### config.mk
export PLATFORM = sky130hd
export DESIGN_NAME = aip_slave_ctrl_flat
export DESIGN_NICKNAME = d
export VERILOG_FILES = /design/src/rtl/aip_slave_ctrl_if.sv /design/src/rtl/aip_slave_ctrl.sv /design/src/flat_wrapper.sv
export SDC_FILE = /design/constraint.sdc
export NUM_CORES = 1
export LEC_CHECK = 0
export ABC_AREA = 1
export BUFFER_PORTS_ARGS = -buffer_cell sky130_fd_sc_hd__buf_4
export CAP_MARGIN = 5
export CELL_PAD_IN_SITES_DETAIL_PLACEMENT = 0
export CELL_PAD_IN_SITES_GLOBAL_PLACEMENT = 1
export CORE_ASPECT_RATIO = 0.75
export CORE_MARGIN = 8
export CORE_UTILIZATION = 40
export DETAILED_ROUTE_END_ITERATION = 8
export PLACE_DENSITY_LB_ADDON = 0.1
export REMOVE_ABC_BUFFERS = 1
export SKIP_CTS_REPAIR_TIMING = 1
export SYNTH_ARGS = -nofsm -noshare
export SYNTH_HDL_FRONTEND = slang
export SYNTH_SLANG_ARGS = --single-unit
### constraint.sdc
create_clock -name clk -period 2.03 [get_ports clk]
set_input_delay 0.1015 -clock clk [delete_from_list [all_inputs] [get_ports clk]]
set_output_delay 0.1015 -clock clk [all_outputs]
set_load 0.02 [all_outputs]
### src/rtl/aip_slave_ctrl_if.sv
// AIP host bus bundle: strobes, config select and data.
// Host drives via master, the controller listens via slave.
interface aip_slave_ctrl_if #(
  parameter int DATA_WIDTH   = 32,
  parameter int CONFIG_WIDTH = 5
);
  logic [DATA_WIDTH-1:0]   aip_dataIn;
  logic [DATA_WIDTH-1:0]   aip_dataOut;
  logic [CONFIG_WIDTH-1:0] aip_config;
  logic                    aip_read;
  logic                    aip_write;
  logic                    aip_start;
  logic                    aip_int;

  modport master (
    output aip_dataIn,
    output aip_config,
    output aip_read,
    output aip_write,
    output aip_start,
    input  aip_dataOut,
    input  aip_int
  );

  modport slave (
    input  aip_dataIn,
    input  aip_config,
    input  aip_read,
    input  aip_write,
    input  aip_start,
    output aip_dataOut,
    output aip_int
  );
endinterface

### src/rtl/aip_slave_ctrl.sv
// AIP slave front end: register map, auto-increment memory
// channels, W1C interrupt block and core start sequencer.
module aip_slave_ctrl #(
  parameter int          DATA_WIDTH     = 32,
  parameter int          CONFIG_WIDTH   = 5,
  parameter int          NUM_MEMS       = 2,
  parameter int          MEM_ADDR_WIDTH = 8,
  parameter int          NUM_INTS       = 8,
  parameter logic [31:0] IP_ID          = 32'h00001001
) (
  input  logic                               clk,
  input  logic                               rst_n,
  aip_slave_ctrl_if.slave                    aip,
  output logic                               core_start,
  input  logic                               core_busy,
  input  logic [NUM_INTS-1:0]                core_int_set,
  output logic [NUM_MEMS-1:0]                mem_wr_en,
  output logic [NUM_MEMS*MEM_ADDR_WIDTH-1:0] mem_wr_addr,
  output logic [DATA_WIDTH-1:0]              mem_wr_data,
  output logic [NUM_MEMS*MEM_ADDR_WIDTH-1:0] mem_rd_addr,
  input  logic [NUM_MEMS*DATA_WIDTH-1:0]     mem_rd_data
);

  localparam int AW = MEM_ADDR_WIDTH;
  localparam int CW = CONFIG_WIDTH;
  localparam logic [CW-1:0] CFG_ENA = CW'(29);
  localparam logic [CW-1:0] CFG_STA = CW'(30);
  localparam logic [CW-1:0] CFG_ID  = CW'(31);

  typedef enum logic [1:0] {
    S_IDLE,
    S_PULSE,
    S_WAIT
  } st_t;

  logic                  r_rd_s, r_rd_d;
  logic                  r_wr_s, r_wr_d;
  logic                  r_st_s, r_st_d;
  logic [CW-1:0]         r_cfg;
  logic [DATA_WIDTH-1:0] r_din;

  logic                  w_rd_edge;
  logic                  w_wr_edge;
  logic                  w_st_edge;
  logic [NUM_MEMS-1:0]   w_hit_dat;
  logic [NUM_MEMS-1:0]   w_hit_ptr;
  logic [DATA_WIDTH-1:0] w_rd_val;
  logic [NUM_INTS-1:0]   w_clr;

  logic [AW-1:0]         r_ptr     [NUM_MEMS];
  logic [AW-1:0]         r_wr_addr [NUM_MEMS];
  logic [DATA_WIDTH-1:0] r_pf      [NUM_MEMS];
  logic [NUM_MEMS-1:0]   r_wr_en;
  logic [DATA_WIDTH-1:0] r_wr_data;

  logic [DATA_WIDTH-1:0] r_dout;
  logic [NUM_INTS-1:0]   r_ena;
  logic [NUM_INTS-1:0]   r_flags;
  logic                  r_int;
  st_t                   r_state;
  logic                  r_core_start;

  assign w_rd_edge = r_rd_s & ~r_rd_d;
  assign w_wr_edge = r_wr_s & ~r_wr_d;
  assign w_st_edge = r_st_s & ~r_st_d;

  // Sample strobes once, keep a delayed copy for edge detect
  always_ff @(posedge clk or negedge rst_n) begin
    if (!rst_n) begin
      r_rd_s <= 1'b0;
      r_rd_d <= 1'b0;
      r_wr_s <= 1'b0;
      r_wr_d <= 1'b0;
      r_st_s <= 1'b0;
      r_st_d <= 1'b0;
      r_cfg  <= '0;
      r_din  <= '0;
    end else begin
      r_rd_s <= aip.aip_read;
      r_rd_d <= r_rd_s;
      r_wr_s <= aip.aip_write;
      r_wr_d <= r_wr_s;
      r_st_s <= aip.aip_start;
      r_st_d <= r_st_s;
      r_cfg  <= aip.aip_config;
      r_din  <= aip.aip_dataIn;
    end
  end

  // Channel k owns config 2k (data) and 2k+1 (pointer)
  always_comb begin
    w_hit_dat = '0;
    w_hit_ptr = '0;
    for (int k = 0; k < NUM_MEMS; k++) begin
      w_hit_dat[k] = (r_cfg == CW'(2 * k));
      w_hit_ptr[k] = (r_cfg == CW'(2 * k + 1));
    end
  end

  // Read mux; unmapped configs fall through to zero
  always_comb begin
    w_rd_val = '0;
    if (r_cfg == CFG_ID) begin
      w_rd_val = DATA_WIDTH'(IP_ID);
    end else if (r_cfg == CFG_STA) begin
      w_rd_val[NUM_INTS-1:0]   = r_flags;
      w_rd_val[DATA_WIDTH-1]   = core_busy;
    end else if (r_cfg == CFG_ENA) begin
      w_rd_val[NUM_INTS-1:0]   = r_ena;
    end
    for (int k = 0; k < NUM_MEMS; k++) begin
      if (w_hit_ptr[k]) w_rd_val = DATA_WIDTH'(r_ptr[k]);
      if (w_hit_dat[k]) w_rd_val = r_pf[k];
    end
  end

  // Pointers, write pulses and continuously refreshed prefetch
  always_ff @(posedge clk or negedge rst_n) begin
    if (!rst_n) begin
      for (int k = 0; k < NUM_MEMS; k++) begin
        r_ptr[k]     <= '0;
        r_wr_addr[k] <= '0;
        r_pf[k]      <= '0;
      end
      r_wr_en   <= '0;
      r_wr_data <= '0;
    end else begin
      r_wr_en <= '0;
      for (int k = 0; k < NUM_MEMS; k++) begin
        r_pf[k] <= mem_rd_data[k*DATA_WIDTH +: DATA_WIDTH];
        if (w_wr_edge && w_hit_ptr[k]) begin
          r_ptr[k] <= r_din[AW-1:0];
        end else if (w_wr_edge && w_hit_dat[k]) begin
          r_wr_en[k]   <= 1'b1;
          r_wr_addr[k] <= r_ptr[k];
          r_ptr[k]     <= r_ptr[k] + 1'b1;
        end else if (w_rd_edge && w_hit_dat[k]) begin
          r_ptr[k]     <= r_ptr[k] + 1'b1;
        end
      end
      if (w_wr_edge && |w_hit_dat) r_wr_data <= r_din;
    end
  end

  assign w_clr = (w_wr_edge && r_cfg == CFG_STA) ?
                 r_din[NUM_INTS-1:0] : '0;

  // Read data, enables and W1C flags; a set beats a clear
  always_ff @(posedge clk or negedge rst_n) begin
    if (!rst_n) begin
      r_dout  <= '0;
      r_ena   <= '0;
      r_flags <= '0;
      r_int   <= 1'b0;
    end else begin
      if (w_rd_edge) r_dout <= w_rd_val;
      if (w_wr_edge && r_cfg == CFG_ENA)
        r_ena <= r_din[NUM_INTS-1:0];
      r_flags <= (r_flags & ~w_clr) | core_int_set;
      r_int   <= |(r_flags & r_ena);
    end
  end

  // Start sequencer: one pulse per accepted start, then wait idle
  always_ff @(posedge clk or negedge rst_n) begin
    if (!rst_n) begin
      r_state      <= S_IDLE;
      r_core_start <= 1'b0;
    end else begin
      unique case (r_state)
        S_IDLE: begin
          r_core_start <= 1'b0;
          if (w_st_edge && !core_busy) begin
            r_state      <= S_PULSE;
            r_core_start <= 1'b1;
          end
        end
        S_PULSE: begin
          r_core_start <= 1'b0;
          r_state      <= S_WAIT;
        end
        S_WAIT: begin
          r_core_start <= 1'b0;
          if (!core_busy) r_state <= S_IDLE;
        end
        default: begin
          r_core_start <= 1'b0;
          r_state      <= S_IDLE;
        end
      endcase
    end
  end

  assign aip.aip_dataOut = r_dout;
  assign aip.aip_int     = r_int;
  assign core_start      = r_core_start;
  assign mem_wr_en       = r_wr_en;
  assign mem_wr_data     = r_wr_data;

  for (genvar g = 0; g < NUM_MEMS; g++) begin : g_ch
    assign mem_wr_addr[g*AW +: AW] = r_wr_addr[g];
    assign mem_rd_addr[g*AW +: AW] = r_ptr[g];
  end

endmodule

### src/flat_wrapper.sv
// flat-port wrapper written by rule: the top's interface ports become plain ports
module aip_slave_ctrl_flat 
#(
  parameter int          DATA_WIDTH     = 32,
  parameter int          CONFIG_WIDTH   = 5,
  parameter int          NUM_MEMS       = 2,
  parameter int          MEM_ADDR_WIDTH = 8,
  parameter int          NUM_INTS       = 8,
  parameter logic [31:0] IP_ID          = 32'h00001001
)
  (clk, rst_n, core_start, core_busy, core_int_set, mem_wr_en, mem_wr_addr, mem_wr_data, mem_rd_addr, mem_rd_data, aip_aip_dataIn, aip_aip_config, aip_aip_read, aip_aip_write, aip_aip_start, aip_aip_dataOut, aip_aip_int);
  aip_slave_ctrl_if #(.DATA_WIDTH(DATA_WIDTH), .CONFIG_WIDTH(CONFIG_WIDTH)) aip_i ();
  input  logic clk;
  input  logic rst_n;
  output logic core_start;
  input  logic core_busy;
  input  logic [NUM_INTS-1:0] core_int_set;
  output logic [NUM_MEMS-1:0] mem_wr_en;
  output logic [NUM_MEMS*MEM_ADDR_WIDTH-1:0] mem_wr_addr;
  output logic [DATA_WIDTH-1:0] mem_wr_data;
  output logic [NUM_MEMS*MEM_ADDR_WIDTH-1:0] mem_rd_addr;
  input  logic [NUM_MEMS*DATA_WIDTH-1:0] mem_rd_data;
  input wire logic [$bits(aip_i.aip_dataIn)-1:0] aip_aip_dataIn;
  input wire logic [$bits(aip_i.aip_config)-1:0] aip_aip_config;
  input wire logic [$bits(aip_i.aip_read)-1:0] aip_aip_read;
  input wire logic [$bits(aip_i.aip_write)-1:0] aip_aip_write;
  input wire logic [$bits(aip_i.aip_start)-1:0] aip_aip_start;
  output wire logic [$bits(aip_i.aip_dataOut)-1:0] aip_aip_dataOut;
  output wire logic [$bits(aip_i.aip_int)-1:0] aip_aip_int;
  assign aip_i.aip_dataIn = aip_aip_dataIn;
  assign aip_i.aip_config = aip_aip_config;
  assign aip_i.aip_read = aip_aip_read;
  assign aip_i.aip_write = aip_aip_write;
  assign aip_i.aip_start = aip_aip_start;
  assign aip_aip_dataOut = aip_i.aip_dataOut;
  assign aip_aip_int = aip_i.aip_int;
  aip_slave_ctrl #(.DATA_WIDTH(DATA_WIDTH), .CONFIG_WIDTH(CONFIG_WIDTH), .NUM_MEMS(NUM_MEMS), .MEM_ADDR_WIDTH(MEM_ADDR_WIDTH), .NUM_INTS(NUM_INTS), .IP_ID(IP_ID)) u_core (.clk(clk), .rst_n(rst_n), .aip(aip_i), .core_start(core_start), .core_busy(core_busy), .core_int_set(core_int_set), .mem_wr_en(mem_wr_en), .mem_wr_addr(mem_wr_addr), .mem_wr_data(mem_wr_data), .mem_rd_addr(mem_rd_addr), .mem_rd_data(mem_rd_data));
endmodule
### Word-level counts from Yosys, hierarchy flattened

Cells that the tools add are included.
Widths: inputs -> output; s select.

* flip-flop bits (word level): 225
* latch bits: 0
* RAM bits: 0
* ROM bits: 0
* output and inout bits: 100
* memories kept: 0

* $add $sub $neg: 2
* multipliers: 0
* divide/modulo/power cells: 0
* $lt $le $gt $ge: 0
* eq/ne operators: 10
* shift operators: 0
* muxes and demuxes: 26
* bitwise operators: 12
* reduce and logical (&&, ||, !) cells: 20

Operators by type and width (number)
* $mux 32: 4
* $mux 8: 10
* $add 8x1->8 const B: 2
* $and 8x8->8: 2
* $eq 5x5->1 const B: 3
* $eq 5x2->1 const B: 2
* $logic_and 1x1->1: 10
* $mux 1: 8
* $not 8->8: 1
* $or 8x8->8: 1
* $reduce_or 8->1: 1
* $pmux 2 s3: 1
* $reduce_and 2->1: 3
* $reduce_bool 3->1: 2
* $eq 5x1->1 const B: 1
* $logic_not 5->1: 1
* $mux 5: 1
* $not 1->1: 5
* $mux 2: 2
* $and 1x1->1: 3
* $eq 2x1->1 const B: 1
* $eq 2x2->1 const B: 1
* $logic_not 2->1: 1
* $ne 2x1->1 const B: 1
* other kinds (3): 3

### Depth between registers and ports, before layout

* depth in word-level cells: 8
* depth in mapped cells: 11

### Worst setup path before layout

No wires, ideal clock.

* path kind: register to register
* start point: reg u_core.r_cfg[2]
* end point: reg u_core.r_wr_data[14], in the netlist u_core.mem_wr_data[14]
* data arrival time: 1482 ps
* slack: 431 ps
* stages on the path, launching flop included: 12
* period minus slack after synthesis: 1599 ps
* cells stage by stage: dfrtp_1 > inv_2 > nand2_1 > nor2_2 > buf_4 > nand2_1 > nor2_2 > nand2_2 > buf_2 > buf_2 > nand3_1 > nand2_1

* longest elaborated chain between the ends: 3

RTL lines
* start, declared: RTL line aip_slave_ctrl.sv:39 `logic [CW-1:0] r_cfg;`
* start signal, assigned: RTL line aip_slave_ctrl.sv:85 `r_cfg <= aip.aip_config;`
* $eq 5x2->1 or $logic_not 5->1 (tied branches): RTL line aip_slave_ctrl.sv:95 `w_hit_dat[k] = (r_cfg == CW'(2 * k));`
* $reduce_or 2->1 *: RTL line aip_slave_ctrl.sv:141 `if (w_wr_edge && |w_hit_dat) r_wr_data <= r_din;`
* $logic_and 1x1->1 *: RTL line aip_slave_ctrl.sv:141
* end signal, assigned: RTL line aip_slave_ctrl.sv:141
* end, declared: RTL line aip_slave_ctrl.sv:54 `logic [DATA_WIDTH-1:0] r_wr_data;`

Every way passes the cells marked *; elsewhere a longest branch is shown, timed or not.
A chain may end at the register's enable or synchronous reset.

### Final worst setup path

* start point: reg u_core.r_cfg[3]
* end point: reg u_core.r_ptr, in the netlist u_core.mem_rd_addr[10]

* longest elaborated chain between the ends: 4

RTL lines
* $eq 5x2->1: RTL line aip_slave_ctrl.sv:95
* $logic_and 1x1->1: RTL line aip_slave_ctrl.sv:133 `end else if (w_wr_edge && w_hit_dat[k]) begin`
* $mux 8: RTL line aip_slave_ctrl.sv:133
* $mux 8: RTL line aip_slave_ctrl.sv:131 `if (w_wr_edge && w_hit_ptr[k]) begin`
* end signal, assigned by index: RTL line aip_slave_ctrl.sv:132 `r_ptr[k] <= r_din[AW-1:0];`
* end signal, assigned by index: RTL line aip_slave_ctrl.sv:136 `r_ptr[k] <= r_ptr[k] + 1'b1;`
* end signal, assigned by index: RTL line aip_slave_ctrl.sv:138 `r_ptr[k] <= r_ptr[k] + 1'b1;`
* end, declared: RTL line aip_slave_ctrl.sv:50 `logic [AW-1:0] r_ptr [NUM_MEMS];`

Several ways; a longest one is shown, not always the timed one.

==> impl_metrics.yaml <==
status:
  status: "finished, final reports clean"
worst_setup_path:
  crit_path_max_incr_delay_ns: 0.40
  crit_path_start_kind: "flip-flop"
  path_cells: "inv_1, nand2_1, nor2_2, buf_4, nand2_2, a21oi_1, inv_1, nand2_2, inv_1, nand2_1, nand2_1"
  slowest_stage: "dfrtp_1"
  endpoint_kind: "flip-flop"
  critPathKind: "flip-flop to flip-flop"
  worst-path-max-fanout: 10
  required_ns: 2.42
  arrival_ns: 2.16
yosys:
  yosysSeqAreaShare: 0.685
  synth_cell_types: 31
  synth_area_per_cell_sq_um: 10.3
  synth_seq_cells: 225
  syn_inst: 798
  syn_area_sq_um: 8220
  yosys_warnings: 0
placement:
  hpwlAfterDp_um: 16600
  dp.cells: 1264
  port-buffer-count: 214
  globalplace.congestion: 0.818
timing:
  slew_headroom: 0.681
  rsz0062_at_grt: "false"
  fin_crit_ns: 1.77
  finalHoldViolations: 0
  fmax_mhz: 565
  skew_ns: 0.00739
  setup_viol: 0
  finalMaxSlewViolations: 0
  setup-tns-final_ns: 0
  min_period_over_period: 0.871
  holdWs_ns: 0.145
  worst-slew-pin-transition_ns: 0.478
power_and_ir_drop:
  power.density_nw_per_um2: 962
  power_leakage_nw: 6.11
  totalPowerFinal_mw: 11.8
  ir_worst_vdd_mv: 0.549
detailed_routing:
  wl_um: 24700
  vias: 6737
  viasPerCell: 4.74
  drtIter0Drc: 419
  drcViolationCount: 0
  firstDrtPassIters: 4
  routedWlPerCell_um: 17.4
  ant_nets: 0
cts:
  htree_levels: 1
  cts_inserted_buffers: 23
  cts_buffer_depth: 3
  cts_root_buf: "clkbuf_16"
  clkTransAtPathRegs_ns: 0.06
  cts_num_sinks: 225
  clkLatencyLatePin_ns: 0.50
  cts_tree: "built"
global_routing:
  grtUsageTotal: 0.181
  grt_pass1_wl_um: 36500
  grt_max_degree: 58
  grt_pass1_vias: 6307
  antenna_found_initial: 1
  grt_overflow_total: 0
hold_path:
  hold_class: "input port to asynchronous set/reset pin"
final_layout:
  drive_above_1_share: 0.264
  fin_util: 0.608
  stdcell_count: 1420
  nNetsFinal: 1262
  area_delta_synth_final_pct: 49.5
  fill_cells: 1696
floorplan:
  ioPinCount: 215
  die_w_um: 182
  dieArea_sq_um: 25500
  die_h_um: 140
  start_util: 0.407
  core-area_sq_um: 20200
  rows: 45
flow_run:
  drv_cap: 0
sequential cells by signal, summed over array words and instances (netlist names), 2 cells and up:
name	cells
u_core.aip.aip_dataOut	32
u_core.mem_wr_addr	16
u_core.mem_wr_data	32
u_core.r_flags	8
u_core.mem_wr_en	2
u_core.r_din	32
u_core.r_state	2
u_core.r_pf	64
u_core.r_cfg	5
u_core.mem_rd_addr	16
u_core.r_ena	8
Yosys cell counts (all sizes together):
library cell,n,share of area
nor2,42,0.022
xnor2,1,0.0011
xor2,6,0.0064
buf,18,0.012
a22o,1,0.0011
dfrtp,225,0.68
a21oi,24,0.015
clkinv,1,0.00061
ha,2,0.0030
nor3,6,0.0056
nand4,3,0.0023
nand3b,2,0.0018
nand3,110,0.067
nand2,240,0.11
o21bai,1,0.00091
o21ai,52,0.032
or2,8,0.0061
clkbuf,10,0.0046
inv,44,0.020
a221oi,2,0.0021
worst paths after layout:
check | startpoint | endpoint | slack [ns] | cells after the start
min reg2reg | u_core.r_wr_s$_DFF_PN0_ | u_core.r_wr_d$_DFF_PN0_ | 0.38 | 0
max reg2reg | u_core.r_cfg[3]$_DFF_PN0_ | u_core.mem_rd_addr[10]$_DFFE_PN0P_ | 0.26 | 11
min | rst_n | u_core.mem_wr_addr[3]$_DFFE_PN0P_ | 0.14 | 2
max | u_core.r_cfg[3]$_DFF_PN0_ | u_core.mem_rd_addr[10]$_DFFE_PN0P_ | 0.26 | 11
max in group asynchronous | rst_n | u_core.mem_wr_data[31]$_DFFE_PN0P_ | 1.27 | 3
min in group clk | aip_aip_dataIn[1] | u_core.r_din[1]$_DFF_PN0_ | 0.25 | 2
where the power goes:
group | internal (mW) | leakage [nW] | switching [mW]
sequential | 4.88 | 2.77 | 0.332
clock | 3.08 | 0.434 | 1.71
combinational | 0.852 | 2.90 | 0.961
total | 8.81 | 6.11 | 3.01
area by class of cell:
class / count / area (sq um) / area share
Multi-Input combinational cell: 500 / 2290 / 0.186
Tap cell: 258 / 323 / 0.0263
Clock inverter: 11 / 208 / 0.0169
Antenna cell: 1 / 2.50 / 0.000204
Timing Repair Buffer: 350 / 3000 / 0.244
Inverter: 45 / 170 / 0.0138
Clock buffer: 30 / 672 / 0.0547
Sequential cell: 225 / 5630 / 0.458
placed cells by master, fill, tap and decap left out, drive strengths merged:
master / n
a22o: 1
buf: 236
o21bai: 1
nand2: 240
dfrtp: 225
a221oi: 2
a21oi: 24
diode: 1
xor2: 6
dlygate4sd3: 114
clkinvlp: 1
nand4: 3
o21ai: 52
or2: 8
nand3: 110
clkbuf: 30
clkinv: 5
xnor2: 1
ha: 2
nor3: 6
nor2: 42
bufinv: 6
inv: 44
nand3b: 2
metrics by stage:
step / setup WS (ns) / cell area [sq um]
after CTS: 0.277 / 11100
after detailed placement: 0.294 / 10300
final: 0.262 / 12300
after floorplan: -1.00 / 8080
after global placement: 0.335 / 10300
after global routing: 0.0346 / 12300
cell families after synthesis:
| group | synth area share |
|---|---|
| AOI/OAI and AO/OA | 0.0508 |
| DFF | 0.685 |
| and+or+nand+nor | 0.216 |
| adders and majority gates | 0.00304 |
| buffers and inverters | 0.0377 |
| xor gates and xnor gates | 0.00745 |
layer usage:
metal	share of wire	up-vias	track usage
li1	-	3273	-
met5	0	-	0
met3	0.070	32	0.0579
met1	0.46	3216	0.260
met2	0.45	216	0.264
met4	0.018	0	0.0353
critical path, delay by kind of cell (launching register included):
kind | cells | cell delay, ns
DFF | 1 | 0.40
AOI/OAI and AO/OA | 1 | 0.21
and+or+nand+nor | 6 | 0.55
buffers and inverters | 4 | 0.50
No activity file was read; power rests on OpenSTA's default activity.
